### src/rtl/turn_sequencer.sv
// turn_sequencer: two-player artillery turn controller (positions, aim,
// move budget, auto-repeat, fire request, turn alternation).
// In : clk, reset (async, high), frame_tick, start_new_game, left_x,
//      right_x, left_aim, right_aim, shoot_out, shot_done, shot_hit.
// Out: active_player, p0_x, p1_x, p0_aim, p1_aim, fire, state, winner,
//      moves_left, timeout.
// Optional per-turn frame limit: define TURN_TIMEOUT_EN.
module turn_sequencer #(
  parameter int X_W           = 8,
  parameter int AIM_W         = 4,
  parameter int X_MIN         = 4,
  parameter int X_MAX         = 251,
  parameter int P0_START      = 32,
  parameter int P1_START      = 223,
  parameter int MOVE_BUDGET   = 16,
  parameter int REPEAT_FRAMES = 4,
  parameter int TURN_FRAMES   = 600
) (
  input  logic             clk,
  input  logic             reset,
  input  logic             frame_tick,
  input  logic             start_new_game,
  input  logic             left_x,
  input  logic             right_x,
  input  logic             left_aim,
  input  logic             right_aim,
  input  logic             shoot_out,
  input  logic             shot_done,
  input  logic             shot_hit,
  output logic             active_player,
  output logic [X_W-1:0]   p0_x,
  output logic [X_W-1:0]   p1_x,
  output logic [AIM_W-1:0] p0_aim,
  output logic [AIM_W-1:0] p1_aim,
  output logic             fire,
  output logic [1:0]       state,
  output logic             winner,
  output logic [4:0]       moves_left,
  output logic             timeout
);

  typedef enum logic [1:0] {
    IDLE   = 2'd0,
    TURN   = 2'd1,
    FLIGHT = 2'd2,
    OVER   = 2'd3
  } st_t;

  localparam logic [X_W-1:0]   XLO     = X_W'(X_MIN);
  localparam logic [X_W-1:0]   XHI     = X_W'(X_MAX);
  localparam logic [X_W-1:0]   X0_INIT = X_W'(P0_START);
  localparam logic [X_W-1:0]   X1_INIT = X_W'(P1_START);
  localparam logic [AIM_W-1:0] AIM_MID = {1'b1, {(AIM_W-1){1'b0}}};
  localparam logic [AIM_W-1:0] AIM_MAX = '1;
  localparam logic [4:0]       BUDGET  = 5'(MOVE_BUDGET);
  localparam logic [3:0]       RPT_LD  = 4'(REPEAT_FRAMES - 1);

  st_t              st_q, st_d;
  logic             act_q, act_d;
  logic [X_W-1:0]   x0_q, x0_d, x1_q, x1_d;
  logic [AIM_W-1:0] a0_q, a0_d, a1_q, a1_d;
  logic             fire_q, fire_d;
  logic             win_q, win_d;
  logic [4:0]       mv_q, mv_d;
  logic             tmo_q, tmo_d;
  logic [3:0]       rpt_q, rpt_d;
  logic             shp_q;

  logic             dir, step, turn_new, tmo_hit;
  logic [X_W-1:0]   cur_x, nx;
  logic [AIM_W-1:0] cur_a, na;

  assign dir   = left_x | right_x | left_aim | right_aim;
  assign cur_x = act_q ? x1_q : x0_q;
  assign cur_a = act_q ? a1_q : a0_q;

`ifdef TURN_TIMEOUT_EN
  logic [9:0] tcnt_q, tcnt_d;

  assign tmo_hit = (st_q == TURN) && frame_tick &&
                   (tcnt_q == 10'(TURN_FRAMES - 1));

  always_comb begin
    tcnt_d = tcnt_q;
    if (turn_new)
      tcnt_d = '0;
    else if (st_q == TURN && frame_tick)
      tcnt_d = tcnt_q + 1'b1;
  end

  always_ff @(posedge clk or posedge reset) begin
    if (reset) tcnt_q <= '0;
    else       tcnt_q <= tcnt_d;
  end
`else
  logic unused_tmo;
  assign unused_tmo = turn_new ^ (TURN_FRAMES == 0);
  assign tmo_hit    = 1'b0;
`endif

  always_comb begin
    st_d     = st_q;
    act_d    = act_q;
    x0_d     = x0_q;
    x1_d     = x1_q;
    a0_d     = a0_q;
    a1_d     = a1_q;
    fire_d   = 1'b0;
    win_d    = win_q;
    mv_d     = mv_q;
    tmo_d    = 1'b0;
    rpt_d    = rpt_q;
    turn_new = 1'b0;
    step     = 1'b0;
    nx       = cur_x;
    na       = cur_a;
    if (start_new_game) begin
      st_d     = TURN;
      act_d    = 1'b0;
      win_d    = 1'b0;
      x0_d     = X0_INIT;
      x1_d     = X1_INIT;
      a0_d     = AIM_MID;
      a1_d     = AIM_MID;
      mv_d     = BUDGET;
      rpt_d    = '0;
      turn_new = 1'b1;
    end else begin
      unique case (st_q)
        IDLE: rpt_d = '0;
        TURN: begin
          if (shoot_out && !shp_q) begin
            // shoot edge outranks a coincident timeout
            fire_d = 1'b1;
            st_d   = FLIGHT;
            rpt_d  = '0;
          end else if (tmo_hit) begin
            tmo_d    = 1'b1;
            act_d    = ~act_q;
            mv_d     = BUDGET;
            rpt_d    = '0;
            turn_new = 1'b1;
          end else begin
            if (!dir)
              rpt_d = '0;
            else if (frame_tick) begin
              if (rpt_q == '0) begin
                step  = 1'b1;
                rpt_d = RPT_LD;
              end else
                rpt_d = rpt_q - 1'b1;
            end
            if (step) begin
              unique case (1'b1)
                left_x:
                  if (mv_q != '0) begin
                    nx   = (cur_x <= XLO) ? XLO : cur_x - 1'b1;
                    mv_d = mv_q - 1'b1;
                  end
                right_x:
                  if (mv_q != '0) begin
                    nx   = (cur_x >= XHI) ? XHI : cur_x + 1'b1;
                    mv_d = mv_q - 1'b1;
                  end
                left_aim:
                  na = (cur_a == '0) ? '0 : cur_a - 1'b1;
                right_aim:
                  na = (cur_a == AIM_MAX) ? AIM_MAX : cur_a + 1'b1;
                default: ;
              endcase
              if (act_q) begin
                x1_d = nx;
                a1_d = na;
              end else begin
                x0_d = nx;
                a0_d = na;
              end
            end
          end
        end
        FLIGHT: begin
          rpt_d = '0;
          if (shot_done) begin
            if (shot_hit) begin
              st_d  = OVER;
              win_d = act_q;
            end else begin
              st_d     = TURN;
              act_d    = ~act_q;
              mv_d     = BUDGET;
              turn_new = 1'b1;
            end
          end
        end
        OVER: rpt_d = '0;
        default: st_d = IDLE;
      endcase
    end
  end

  always_ff @(posedge clk or posedge reset) begin
    if (reset) begin
      st_q   <= IDLE;
      act_q  <= 1'b0;
      x0_q   <= X0_INIT;
      x1_q   <= X1_INIT;
      a0_q   <= AIM_MID;
      a1_q   <= AIM_MID;
      fire_q <= 1'b0;
      win_q  <= 1'b0;
      mv_q   <= BUDGET;
      tmo_q  <= 1'b0;
      rpt_q  <= '0;
      shp_q  <= 1'b0;
    end else begin
      st_q   <= st_d;
      act_q  <= act_d;
      x0_q   <= x0_d;
      x1_q   <= x1_d;
      a0_q   <= a0_d;
      a1_q   <= a1_d;
      fire_q <= fire_d;
      win_q  <= win_d;
      mv_q   <= mv_d;
      tmo_q  <= tmo_d;
      rpt_q  <= rpt_d;
      shp_q  <= shoot_out;
    end
  end

  assign state         = st_q;
  assign active_player = act_q;
  assign p0_x          = x0_q;
  assign p1_x          = x1_q;
  assign p0_aim        = a0_q;
  assign p1_aim        = a1_q;
  assign fire          = fire_q;
  assign winner        = win_q;
  assign moves_left    = mv_q;
  assign timeout       = tmo_q;

endmodule

### config.mk
export PLATFORM = sky130hd
export DESIGN_NAME = turn_sequencer
export DESIGN_NICKNAME = d
export VERILOG_FILES = /design/src/rtl/turn_sequencer.sv
export SDC_FILE = /design/constraint.sdc
export NUM_CORES = 1
export LEC_CHECK = 0
export ABC_CLOCK_PERIOD_IN_PS = 3960
export CAP_MARGIN = 20
export CORE_MARGIN = 1
export CORE_UTILIZATION = 25
export CTS_CLUSTER_SIZE = 10
export DETAILED_ROUTE_END_ITERATION = 16
export PLACE_DENSITY = 0.45
export SYNTH_ARGS = -nofsm -noshare
export SYNTH_HDL_FRONTEND = slang
export SYNTH_SLANG_ARGS = --single-unit
### constraint.sdc
create_clock -name clk -period 3.96 [get_ports clk]
set_clock_uncertainty 0.1 [all_clocks]
set_input_delay 0.396 -clock clk [delete_from_list [all_inputs] [get_ports clk]]
set_output_delay 0.396 -clock clk [all_outputs]
set_load 0.02 [all_outputs]
Word-level counts from Yosys, hierarchy flattened
Cells that the tools add are included.
{ "op_classes": {"n_bitwise": 4, "magnitude_cmp": 2, "n_addsub": 6, "n_mux": 66, "reduce_logical": 21, "n_eq_ne": 15} }
{ "ops": {"columns": ["op", "count"], "rows": [
  ["8-bit 2-to-1 mux", 15],
  ["4-bit 2-to-1 mux", 18],
  ["5-bit 2-to-1 mux", 7],
  ["3-bit != test, second input constant", 7],
  ["1-bit 2-to-1 mux", 17],
  ["4-bit case mux with 2 select lines", 2],
  ["8-bit case mux with 2 select lines", 1],
  ["2-bit nonzero test", 6],
  ["5-bit case mux with 2 select lines", 1],
  ["3-bit AND reduction", 3],
  ["8-bit by 1-bit adder with 8-bit output, second input constant", 1],
  ["8-bit >= comparator, second input constant", 1],
  ["8-bit by 3-bit <= comparator with 1-bit output, second input constant", 1],
  ["4-bit zero test", 2],
  ["2-bit 2-to-1 mux", 4],
  ["4-bit AND reduction", 2],
  ["4-bit by 1-bit subtractor with 4-bit output, second input constant", 2],
  ["8-bit by 1-bit subtractor with 8-bit output, second input constant", 1],
  ["7-bit AND reduction", 1],
  ["2-bit != test, second input constant", 3],
  ["5-bit != test, second input constant", 1],
  ["5-bit nonzero test", 1],
  ["5-bit by 1-bit subtractor with 5-bit output, second input constant", 1],
  ["4-bit by 1-bit adder with 4-bit output, second input constant", 1],
  ["other kinds (12)", 15]
]} }
{ "totals": {"word_cells": 125, "regBits": 39, "inputBits": 11} }

Longest topological paths before layout
Gate-level depths: netlist of the first run.
{ "logic_depth": {"word_depth": 11, "ltp_mapped": 12, "depth_no_buf": 9} }

Worst setup path after synthesis of the first run
Ideal clock, no wire load.
{ "synth_timing": {"kind": "register to register", "from": "reg act_q, in the netlist active_player", "to": "reg x1_q[6], in the netlist p1_x[6]", "t_arrival_ns": 2.426, "n_path_buf": 3, "stages_incl_launch_ff": 12, "setup_ns": 0.068, "setup_slack_ns": 1.366, "cell_sequence": "dfrtp_1 -> buf_6 -> buf_6 -> buf_2 -> mux2_2 -> ha_1 -> inv_1 -> a222oi_1 -> nor4_1 -> a2111oi_2 -> a21oi_1 -> a21oi_2"} }
{ "synth_between": {"elab_chain_len": 10} }
{ "synth_lines": {"columns": ["item", "line_no", "text"], "rows": [
  ["start, declared", "59", "logic act_q, act_d;"],
  ["start signal, assigned", "217", "act_q <= act_d;"],
  ["8-bit 2-to-1 mux", "74", "assign cur_x = act_q ? x1_q : x0_q;"],
  ["8-bit by 1-bit adder with 8-bit output, or another cell as far along", "162", "nx = (cur_x >= XHI) ? XHI : cur_x + 1'b1;"],
  ["8-bit 2-to-1 mux (on tied branches)", "162, 157", null],
  ["8-bit 2-to-1 mux (on tied branches)", "161, 156", null],
  ["8-bit case mux with 2 select lines", "154", "unique case (1'b1)"],
  ["8-bit 2-to-1 mux", "171", "if (act_q) begin"],
  ["8-bit 2-to-1 mux", "153", "if (step) begin"],
  ["8-bit 2-to-1 mux", "132", "if (shoot_out && !shp_q) begin"],
  ["8-bit 2-to-1 mux", "129", "unique case (st_q)"],
  ["8-bit 2-to-1 mux", "117", "if (start_new_game) begin"],
  ["end signal, assigned", "206", "x1_q <= X1_INIT;"],
  ["end signal, assigned", "219", "x1_q <= x1_d;"],
  ["end, declared", "60", "logic [X_W-1:0] x0_q, x0_d, x1_q, x1_d;"]
]} }
Several ways; a longest one is shown, not always the timed one. The select of a mux whose other input is x is not followed.
A chain may end at the register's enable or synchronous reset.

Worst setup path in the final report of the first run
{ "layout_timing": {"from": "reg act_q, in the netlist active_player", "to": "reg x1_q[5], in the netlist p1_x[5]"} }
Same word-level chain as after synthesis.

==> impl_metrics.sql, run 1 <==
INSERT INTO impl_metrics (metric_group, metric, value, unit) VALUES
('pwr', 'p_total', '1.35', 'mW'),
('clock_tree', 'h-tree-depth', '2', ''),
('setup_path', 'data_arrival_time_at_the_worst_slack_endpoint', '2.91', 'ns'),
('global_routing', 'maximum_number_of_pins_on_one_net_before_global_route_repair', '41', ''),
('synth', 'syn-num-nets', '322', ''),
('setup_path', 'critical_path_class', 'reg -> reg', ''),
('status', 'run_status', 'complete, no violations', ''),
('pwr', 'power_density', '396', 'nW/µm²'),
('pwr', 'switching_share', '0.342', ''),
('synth', 'seq_area_frac_synth', '0.366', ''),
('timing', 'tns', '0', 'ns'),
('clock_tree', 'ctsResizeCount', '0', ''),
('pwr', 'intPower', '0.886', 'mW'),
('setup_path', 'worst_setup_path_end_kind', 'flop', ''),
('timing', 'timing.final.setup_violations', '0', ''),
('placement', 'gpl.final_weighted_congestion', '0.840', ''),
('global_routing', 'via_count_of_the_first_global_routing_pass', '2414', ''),
('floorplan', 'pin_count', '46', ''),
('timing', 'holdWs', '0.413', 'ns'),
('synth', 'yosysWarnings', '0', ''),
('timing', 'timing.final.crit_share', '0.720', ''),
('setup_path', 'worstPathMaxFanout', '40', ''),
('hold_path', 'worstHoldPathType', 'reg -> reg', ''),
('synth', 'post_synth_instance_area', '2710', 'µm²'),
('synth', 'synth_top_area_cell', 'dfrtp_1', ''),
('clock_tree', 'cts_root_buf', 'clkbuf_8', ''),
('clock_tree', 'tritoncts_clock_tree', 'built', ''),
('floorplan', 'die_width', '106', 'µm'),
('pwr', 'pwr-share-clk', '0.297', ''),
('routing', 'route.antenna.remaining_nets', '0', ''),
('pwr', 'share_seq_of_total_power', '0.366', ''),
('floorplan', 'die-area', '11300', 'µm²'),
('clock_tree', 'clock_tree.buffer_depth', '2', ''),
('synth', 'syn_area_per_cell', '8.94', 'µm²'),
('routing', 'drt_first_pass_iters', '5', ''),
('synth', 'count_of_different_cell_masters_after_synthesis', '63', ''),
('global_routing', 'grt_first_pass_wirelength', '12800', 'µm'),
('setup_path', 'cp.required', '4.02', 'ns'),
('timing', 'post-route-min-period', '2.85', 'ns'),
('synth', 'yosys_register_bits', '39', ''),
('synth', 'synth-edff-count', '0', ''),
('clock_tree', 'clkTransAtPathRegs', '0.08', 'ns'),
('layout', 'fin_nets', '365', ''),
('routing', 'routed-via-count', '2481', ''),
('floorplan', 'core', '10400', 'µm²'),
('floorplan', 'start_util', '0.260', ''),
('timing', 'worst_slew_margin_rel', '0.354', ''),
('timing', 'unrepaired_setup_endpoints_after_global_routing', 'false', ''),
('job', 'cap_violations', '0', ''),
('global_routing', 'gr-total-overflow', '0', ''),
('clock_tree', 'cts_num_sinks', '39', ''),
('timing', 'timing.fmax', '351', 'MHz'),
('synth', 'synth_cells', '303', ''),
('timing', 'hold_violations', '0', ''),
('routing', 'remaining_drc_errors', '0', ''),
('layout', 'final_core_utilization', '0.327', ''),
('routing', 'vias_per_cell', '5.14', ''),
('pwr', 'comb_power_share', '0.338', ''),
('floorplan', 'floorplan.die.height', '106', 'µm'),
('layout', 'layout.cells.most_common', 'clkdlybuf4s50_1', ''),
('placement', 'detailed_place_hpwl', '5710', 'µm'),
('layout', 'final_layout_size_suffix_gt1_frac', '0.110', ''),
('pwr', 'power_switching', '0.460', 'mW'),
('layout', 'area_delta_synth_final', '25.7', '%'),
('setup_path', 'timing.critical_path.from_type', 'flop', ''),
('synth', 'ys_async_sr_fraction', '1.00', ''),
('routing', 'drt_wl_total', '7710', 'µm'),
('synth', 'post_synth_main_area_contributors', 'dfrtp_1, dfstp_2, mux2i_1', ''),
('synth', 'synth_largest_type_area_fraction', '0.259', ''),
('global_routing', 'initial_antenna_violation_count', '0', ''),
('clock_tree', 'hold_buffers', '0', '');
==> stage by stage <==
stage | setup slack (ns) | instances | cell area, µm²
global placement | 1.12 | 475 | 3270
finish | 1.11 | 483 | 3400
detailed placement | 1.13 | 475 | 3270
CTS | 1.11 | 483 | 3400
global route | 0.818 | 483 | 3400
floorplan | 1.37 | 303 | 2710
==> final cells by class <==
cell class	count	area, µm²	area share
clock buffer	6	72.6	0.0213
clock inverter	2	60.1	0.0176
inverter	14	53.8	0.0158
multi-input combinational	237	1580	0.464
sequential	39	990	0.291
tap	136	170	0.0500
timing repair buffer	49	478	0.140
==> power by group through the flow <==
stage / Clock, mW / Combinational [mW] / Sequential, mW
after floorplan: 0 / 0.254 / 0.531
after global placement: 0 / 0.455 / 0.501
after detailed placement: 0 / 0.454 / 0.501
after CTS: 0.412 / 0.456 / 0.493
after global routing: 0.427 / 0.506 / 0.500
final: 0.399 / 0.455 / 0.492
==> flip-flops by register name, indices dropped and copies added (netlist names) <==
name / flops
fire: 1
p0_x: 8
state: 2
active_player: 1
moves_left: 5
shp_q: 1
rpt_q: 4
p1_x: 8
p0_aim: 4
winner: 1
p1_aim: 4
==> Yosys cell counts, drive strengths merged, types with 3 or more instances <==
| cell | instances |
|---|---|
| dfrtp | 28 |
| nor2 | 28 |
| nand2 | 26 |
| a21oi | 20 |
| o21ai | 18 |
| mux2i | 17 |
| nor3 | 14 |
| inv | 13 |
| dfstp | 11 |
| nand2b | 11 |
| nand3 | 11 |
| buf | 9 |
| a22o | 8 |
| ha | 8 |
| a211oi | 5 |
| mux2 | 5 |
| nor4 | 5 |
| o211ai | 5 |
| a31oi | 4 |
| clkbuf | 4 |
| nor3b | 4 |
| o22a | 4 |
| nand4b | 3 |
| nor2b | 3 |
| o31ai | 3 |
==> critical path, stage by stage, from the launching register on <==
cell	delay [ns]
dfrtp_1	0.40
buf_4	0.46
mux2i_2	0.41
o221ai_1	0.24
o211ai_1	0.38
a211oi_1	0.08
nor4b_1	0.49
o21ai_0	0.13
==> cell families (layout without fill, tap and decap cells) <==
family	count (synthesis)	after routing	share of synthesized area
xor gates and xnor gates	2	2	0.00647
muxes	22	22	0.0850
buffers and inverters	27	71	0.0513
other	1	1	0.00138
and+or+nand+nor	120	120	0.239
AOI/OAI and AO/OA	84	84	0.214
adders and majority gates	8	8	0.0370
DFF	39	39	0.366
==> layer usage <==
metal,global-route usage,vias to the layer above,share of wire,wire (µm)
li1,-,1213,-,-
met1,0.195,1193,0.48,3720
met2,0.235,65,0.47,3640
met3,0.0190,10,0.032,247
met4,0.0397,0,0.014,110
met5,0,-,0,0
==> final timing paths <==
kind,startpoint,to,slack [ns],depth (start not counted)
worst max register to register,active_player,p1_x[5],1.11,7
max in group asynchronous,reset,p0_x[5],2.39,3
worst min register to register,p1_aim[3],p1_aim[3],0.41,2
worst max-delay path,active_player,p1_x[5],1.11,7
min in group asynchronous,reset,moves_left[0],0.52,2
worst min-delay path,p1_aim[3],p1_aim[3],0.41,2
Power figures use the tool's default switching activity.
==> run 2: changes to the inputs <==
--- a/config.mk
+++ b/config.mk
@@ -5,13 +5,13 @@
 export SDC_FILE = /design/constraint.sdc
 export NUM_CORES = 1
 export LEC_CHECK = 0
-export ABC_CLOCK_PERIOD_IN_PS = 3960
+export ABC_CLOCK_PERIOD_IN_PS = 2360
 export CAP_MARGIN = 20
 export CORE_MARGIN = 1
 export CORE_UTILIZATION = 25
 export CTS_CLUSTER_SIZE = 10
 export DETAILED_ROUTE_END_ITERATION = 16
-export PLACE_DENSITY = 0.45
+export PLACE_DENSITY = 0.46
 export SYNTH_ARGS = -nofsm -noshare
 export SYNTH_HDL_FRONTEND = slang
 export SYNTH_SLANG_ARGS = --single-unit
==> constraint.sdc (replaced) <==
create_clock -name clk -period 2.36 [get_ports clk]
set_clock_uncertainty 0.1 [all_clocks]
set_input_delay 0.236 -clock clk [delete_from_list [all_inputs] [get_ports clk]]
set_output_delay 0.236 -clock clk [all_outputs]
set_load 0.02 [all_outputs]
==> impl_metrics.sql, run 2 (synthesis gave the netlist of run 1 again) <==
INSERT INTO impl_metrics (metric_group, metric, value, unit) VALUES
('clock_tree', 'clock_tree.buffer_depth', '2', ''),
('timing', 'timing.final.setup_violations', '0', ''),
('routing', 'detailedRoute.firstIterationViolations', '94', ''),
('global_routing', 'maximum_number_of_pins_on_one_net_before_global_route_repair', '40', ''),
('status', 'run_status', 'complete, no violations', ''),
('routing', 'routed-via-count', '2618', ''),
('routing', 'drt_wl_total', '8290', 'µm'),
('clock_tree', 'h-tree-depth', '2', ''),
('clock_tree', 'clkTransAtPathRegs', '0.08', 'ns'),
('clock_tree', 'cts-buffers-inserted', '5', ''),
('layout', 'final_layout_size_suffix_gt1_frac', '0.255', ''),
('timing', 'timing.final.crit_share', '0.976', ''),
('setup_path', 'r2r-start', 'active_player', ''),
('setup_path', 'timing.critical_path.from_type', 'flop', ''),
('setup_path', 'r2r_slack', '0.06', 'ns'),
('routing', 'vias_per_cell', '5.00', ''),
('pwr', 'vdd_ir_drop_max', '0.268', 'mV'),
('layout', 'fin_nets', '406', ''),
('job', 'cap_violations', '0', ''),
('timing', 'layout_setup_ws', '0.0563', 'ns'),
('floorplan', 'core', '10400', 'µm²'),
('timing', 'worst_slew_margin_rel', '0.626', ''),
('placement', 'gpl.final_weighted_congestion', '0.877', ''),
('layout', 'area_delta_synth_final', '41.6', '%'),
('layout', 'final_core_utilization', '0.368', ''),
('layout', 'layout.cells.most_common_list', 'clkdlybuf4s50_1, buf_4, nor2_1, dfrtp_1, nand2_1', ''),
('floorplan', 'floorplan.die.height', '106', 'µm'),
('setup_path', 'worst_path_largest_cell_delay', '0.48', 'ns'),
('routing', 'route.antenna.remaining_nets', '0', ''),
('global_routing', 'initial_antenna_violation_count', '0', ''),
('floorplan', 'die_width', '106', 'µm'),
('timing', 'hold_violations', '0', ''),
('setup_path', 'cp.required', '2.44', 'ns'),
('pwr', 'power_density', '611', 'nW/µm²'),
('clock_tree', 'clk_latency_worst_skew_pair', '0.29', 'ns'),
('routing', 'wire_per_inst', '15.8', 'µm'),
('setup_path', 'crit_chain', 'mux2_4 -> buf_6 -> inv_4 -> ha_4 -> o221ai_4 -> o211ai_1 -> buf_4 -> o211ai_1 -> a22o_1', ''),
('layout', 'final-instance-count-excl-fill', '524', ''),
('hold_path', 'worstHoldPathType', 'in -> async', ''),
('clock_tree', 'cts_num_sinks', '39', ''),
('placement', 'port_buffers', '44', ''),
('clock_tree', 'cts_root_buf', 'clkbuf_8', ''),
('floorplan', 'die-area', '11300', 'µm²'),
('clock_tree', 'tritoncts_clock_tree', 'built', ''),
('layout', 'num-fill-cells', '1092', ''),
('setup_path', 'timing.critical_path.mode_cell', 'o211ai_1', ''),
('timing', 'final_max_slew_viol_count', '0', ''),
('setup_path', 'data_arrival_time_at_the_worst_slack_endpoint', '2.39', 'ns'),
('setup_path', 'worst_setup_path_end_kind', 'flop', ''),
('layout', 'layout.cells.most_common', 'clkdlybuf4s50_1', ''),
('timing', 'tns', '0', 'ns'),
('placement', 'detailed_place_hpwl', '6410', 'µm'),
('placement', 'place_ws', '-0.162', 'ns'),
('global_routing', 'grt_usage', '0.154', ''),
('global_routing', 'gr-total-overflow', '0', ''),
('global_routing', 'grt_first_pass_wirelength', '13600', 'µm'),
('placement', 'placed_insts', '516', ''),
('timing', 'timing.fmax', '434', 'MHz'),
('setup_path', 'reg2regPathDepth', '9', ''),
('setup_path', 'worstPathMaxFanout', '4', ''),
('setup_path', 'critical_path_class', 'reg -> reg', ''),
('routing', 'remaining_drc_errors', '0', ''),
('timing', 'unrepaired_setup_endpoints_after_global_routing', 'true', ''),
('pwr', 'static-leakage-power', '1.56', 'nW'),
('setup_path', 'worstReg2RegEnd', 'p0_x[1]', ''),
('clock_tree', 'cts.repair_timing.setup_buffer_count', '0', ''),
('layout', 'n_antenna_cell', '0', ''),
('timing', 'timing_worst_slew_pin_value', '0.553', 'ns'),
('floorplan', 'pin_count', '46', ''),
('global_routing', 'via_count_of_the_first_global_routing_pass', '2587', ''),
('floorplan', 'start_util', '0.260', ''),
('routing', 'drt_first_pass_iters', '4', ''),
('setup_path', 'worst_path_max_delay_cell', 'dfrtp_2', ''),
('floorplan', 'number_of_core_rows', '37', ''),
('timing', 'post-route-min-period', '2.30', 'ns');
-- run 2: worst max path at each step --
stage	depth (start not counted)	slack [ns]	end	start
after floorplan	12	-0.07	p0_x[6]	active_player
after global placement	8	-0.16	p1_x[5]	moves_left[0]
after detailed placement	8	-0.16	p1_x[5]	moves_left[0]
after global routing	9	-0.06	p1_x[2]	active_player
final	9	0.06	p0_x[1]	active_player
after CTS	8	0.04	p0_aim[3]	active_player
-- run 2: critical path, delay by kind of cell (launching register included) --
| kind | cells | cell delay, ns |
|---|---|---|
| buffers and inverters | 3 | 0.36 |
| AOI/OAI and AO/OA | 4 | 0.79 |
| DFF | 1 | 0.48 |
| muxes | 1 | 0.33 |
| adders and majority gates | 1 | 0.14 |
-- run 2: power by group --
group | switching [mW] | internal, mW
sequential | 0.0616 | 0.743
combinational | 0.521 | 0.453
clock | 0.249 | 0.315
-- run 2: area by class of cell --
type                       instances  area [µm²]  share of cell area
clock inverter                     3        43.8              0.0114
inverter                          14        56.3              0.0147
tap                              136         170              0.0444
clock buffer                       5        68.8              0.0180
sequential                        39         991               0.258
timing repair buffer              90         806               0.210
multi-input combinational        237        1700               0.443
-- run 2: metal layers --
layer | track usage | vias to the layer above | wire length [µm]
met5 | 0 | - | 0
met4 | 0.0476 | 0 | 87
li1 | - | 1300 | -
met1 | 0.198 | 1273 | 3870
met2 | 0.266 | 40 | 4140
met3 | 0.0202 | 5 | 195
-- run 2: per-stage QoR --
step / hold WS (ns) / cell area [µm²] / power [mW]
finish: 0.268 / 3830 / 2.34
global route: 0.332 / 3830 / 2.48
CTS: 0.289 / 3740 / 2.33
detailed placement: 0.405 / 3600 / 1.74
global placement: 0.418 / 3600 / 1.75
floorplan: 0.167 / 2740 / 1.33
-- run 2: repair_timing --
action | in CTS | in global routing
hold buffers | 0 | 0
pin swaps | 0 | 5
gates resized for setup | 4 | 22
setup endpoints to repair | 4 | 18
==> run 3: changes to the inputs <==
--- a/config.mk
+++ b/config.mk
@@ -5,12 +5,13 @@
 export SDC_FILE = /design/constraint.sdc
 export NUM_CORES = 1
 export LEC_CHECK = 0
-export ABC_CLOCK_PERIOD_IN_PS = 2360
+export ABC_CLOCK_PERIOD_IN_PS = 1900
 export CAP_MARGIN = 20
 export CORE_MARGIN = 1
 export CORE_UTILIZATION = 25
 export CTS_CLUSTER_SIZE = 10
 export DETAILED_ROUTE_END_ITERATION = 16
+export MAX_ROUTING_LAYER = met4
 export PLACE_DENSITY = 0.46
 export SYNTH_ARGS = -nofsm -noshare
 export SYNTH_HDL_FRONTEND = slang
==> constraint.sdc (replaced) <==
create_clock -name clk -period 1.9 [get_ports clk]
set_clock_uncertainty 0.1 [all_clocks]
set_input_delay 0.19 -clock clk [delete_from_list [all_inputs] [get_ports clk]]
set_output_delay 0.19 -clock clk [all_outputs]
set_load 0.02 [all_outputs]
==> impl_metrics.sql, run 3 (synthesis gave the netlist of run 1 again) <==
INSERT INTO impl_metrics (metric_group, metric, value, unit) VALUES
('setup_path', 'worstSetupPathDepth', '7', ''),
('setup_path', 'worstPathMaxFanout', '8', ''),
('routing', 'route.antenna.remaining_nets', '0', ''),
('layout', 'layout.cells.most_common_list', 'buf_4, clkdlybuf4s50_1, nor2_1, dfrtp_1, nand2_1', ''),
('timing', 'worst_slew_margin_rel', '0.624', ''),
('placement', 'detailed_place_hpwl', '7080', 'µm'),
('placement', 'port_buffers', '44', ''),
('pwr', 'power_density', '754', 'nW/µm²'),
('floorplan', 'number_of_core_rows', '37', ''),
('pwr', 'share_seq_of_total_power', '0.286', ''),
('routing', 'vias_per_cell', '4.92', ''),
('global_routing', 'grt_usage', '0.181', ''),
('clock_tree', 'h-tree-depth', '2', ''),
('layout', 'multi_input_gate_area_in_the_final_layout', '1950', 'µm²'),
('timing', 'timing.final.setup_violations', '30', ''),
('hold_path', 'worstHoldPathType', 'in -> async', ''),
('floorplan', 'pin_count', '46', ''),
('timing', 'timing.final.crit_share', '1.17', ''),
('floorplan', 'die-area', '11300', 'µm²'),
('placement', 'gpl.final_weighted_congestion', '0.903', ''),
('routing', 'wire_per_inst', '16.4', 'µm'),
('floorplan', 'core', '10400', 'µm²'),
('clock_tree', 'cts_num_sinks', '39', ''),
('pwr', 'static-leakage-power', '1.96', 'nW'),
('routing', 'detailedRoute.firstIterationViolations', '82', ''),
('pwr', 'vdd_ir_drop_max', '0.469', 'mV'),
('global_routing', 'via_count_of_the_first_global_routing_pass', '3051', ''),
('timing', 'unrepaired_setup_endpoints_after_global_routing', 'true', ''),
('setup_path', 'worst_setup_path_end_kind', 'flop', ''),
('timing', 'timing.fmax', '449', 'MHz'),
('global_routing', 'initial_antenna_violation_count', '0', ''),
('routing', 'remaining_drc_errors', '0', ''),
('status', 'run_status', 'finished, violations left', ''),
('timing', 'holdWs', '0.224', 'ns'),
('layout', 'num-fill-cells', '1008', ''),
('setup_path', 'crit_chain', 'buf_4 -> or4b_4 -> a211oi_2 -> o2111ai_1 -> o211ai_1 -> a21oi_1 -> o21ai_1', ''),
('setup_path', 'path_buf_inv', '1', ''),
('pwr', 'switching_share', '0.347', ''),
('pwr', 'pwr-share-clk', '0.245', ''),
('setup_path', 'worst_path_largest_cell_delay', '0.51', 'ns'),
('routing', 'drt_first_pass_iters', '7', ''),
('timing', 'final_max_slew_viol_count', '0', ''),
('routing', 'drt_wl_total', '9660', 'µm'),
('setup_path', 'critical_path_class', 'reg -> reg', ''),
('setup_path', 'timing.critical_path.from_type', 'flop', ''),
('clock_tree', 'tritoncts_clock_tree', 'built', ''),
('setup_path', 'cp_top_family', 'compound AO/OA/AOI/OAI gates', ''),
('clock_tree', 'clock_tree.buffer_depth', '2', ''),
('job', 'cap_violations', '0', ''),
('layout', 'final_layout_size_suffix_gt1_frac', '0.447', ''),
('clock_tree', 'cts_root_buf', 'clkbuf_8', ''),
('layout', 'layout.cells.most_common', 'buf_4', ''),
('pwr', 'comb_power_share', '0.469', ''),
('timing', 'hold_violations', '0', ''),
('timing', 'layout_setup_ws', '-0.327', 'ns'),
('setup_path', 'cp.required', '2.03', 'ns'),
('timing', 'post-route-min-period', '2.23', 'ns'),
('clock_tree', 'cts-buffers-inserted', '5', ''),
('global_routing', 'grt_first_pass_wirelength', '15500', 'µm'),
('clock_tree', 'clk_latency_worst_skew_pair', '0.30', 'ns'),
('floorplan', 'start_util', '0.260', ''),
('floorplan', 'die_width', '106', 'µm'),
('setup_path', 'reg2regPathDepth', '7', ''),
('layout', 'n_antenna_cell', '0', ''),
('placement', 'place_ws', '-0.500', 'ns'),
('global_routing', 'maximum_number_of_pins_on_one_net_before_global_route_repair', '40', ''),
('routing', 'routed-via-count', '2895', ''),
('setup_path', 'data_arrival_time_at_the_worst_slack_endpoint', '2.36', 'ns'),
('timing', 'timing_worst_slew_pin_value', '0.564', 'ns'),
('layout', 'area_delta_synth_final', '70.1', '%'),
('layout', 'sequential_cell_area', '993', 'µm²'),
('clock_tree', 'clkTransAtPathRegs', '0.09', 'ns'),
('layout', 'fin_nets', '470', ''),
('global_routing', 'gr-total-overflow', '0', ''),
('status', 'failed_checks', 'setup timing', ''),
('pwr', 'power_switching', '1.20', 'mW'),
('floorplan', 'floorplan.die.height', '106', 'µm'),
('pwr', 'intPower', '2.27', 'mW'),
('setup_path', 'worst_path_max_delay_cell', 'dfrtp_2', '');
## run 3: changes by cell type in the layout (fill, tap and decap cells not counted), moves of 4 or more
cell	delta
buf_6	+9
buf_4	+56
o21ai_2	+5
dlygate4sd2_1	+5
o21ai_0	-8
clkdlybuf4s50_1	-8
nand2_1	-4
inv_1	-4
inv_2	+5
## run 3: path summary, 6_finish.rpt
path,start,to,slack (ns)
max,active_player,p0_x[6],-0.33
min in group clk,shoot_out,shp_q,0.39
min reg2reg,winner,winner,0.44
max in group asynchronous,reset,active_player,1.06
min,reset,p0_x[4],0.22
max reg2reg,active_player,p0_x[6],-0.33
## run 3: what timing repair did
item,CTS,global route
resized for setup,36,47
hold buffers,0,0
cloned,0,0
pin swaps,9,18
setup buffers,5,5
endpoints found under the setup margin,34,33
## run 3: metrics by stage
stage           util  std cells  area (µm²)  total power, mW  setup TNS [ns]
3_3_place_gp   0.393        571        4090             2.37           -7.97
2_1_floorplan      -        303        2830             1.72           -8.08
5_1_grt        0.442        588        4610             3.68           -9.07
6_report       0.442        588        4610             3.47           -5.78
3_5_place_dp   0.393        571        4090             2.37           -8.65
4_1_cts        0.420        584        4370             3.35           -6.05
## run 3: power groups by stage
stage / clock network [mW] / registers, mW / logic (mW)
2_1_floorplan: 0 / 1.13 / 0.597
3_3_place_gp: 0 / 1.00 / 1.36
3_5_place_dp: 0 / 1.00 / 1.37
4_1_cts: 0.872 / 0.990 / 1.48
5_1_grt: 0.895 / 1.01 / 1.77
6_report: 0.851 / 0.994 / 1.63
## run 3: final cells by class
class                      instances  area share
clock inverter                     2      0.0130
clock buffer                       6      0.0158
sequential                        39       0.216
tap                              136      0.0369
inverter                          14      0.0117
multi-input combinational        237       0.423
timing repair buffer             154       0.284
## run 3: tightest hold or removal path: cells and delay by family
family | cells | cell delay (ns)
buffers and inverters | 3 | 0.88
## run 3: routing by layer
layer | GRT usage | up-vias | part of all wire | wire, µm
met1 | 0.224 | 1404 | 0.46 | 4410
li1 | - | 1421 | - | -
met3 | 0.0233 | 15 | 0.028 | 273
met5 | - | - | 0 | 0
met4 | 0.0655 | 0 | 0.019 | 183
met2 | 0.303 | 55 | 0.50 | 4800
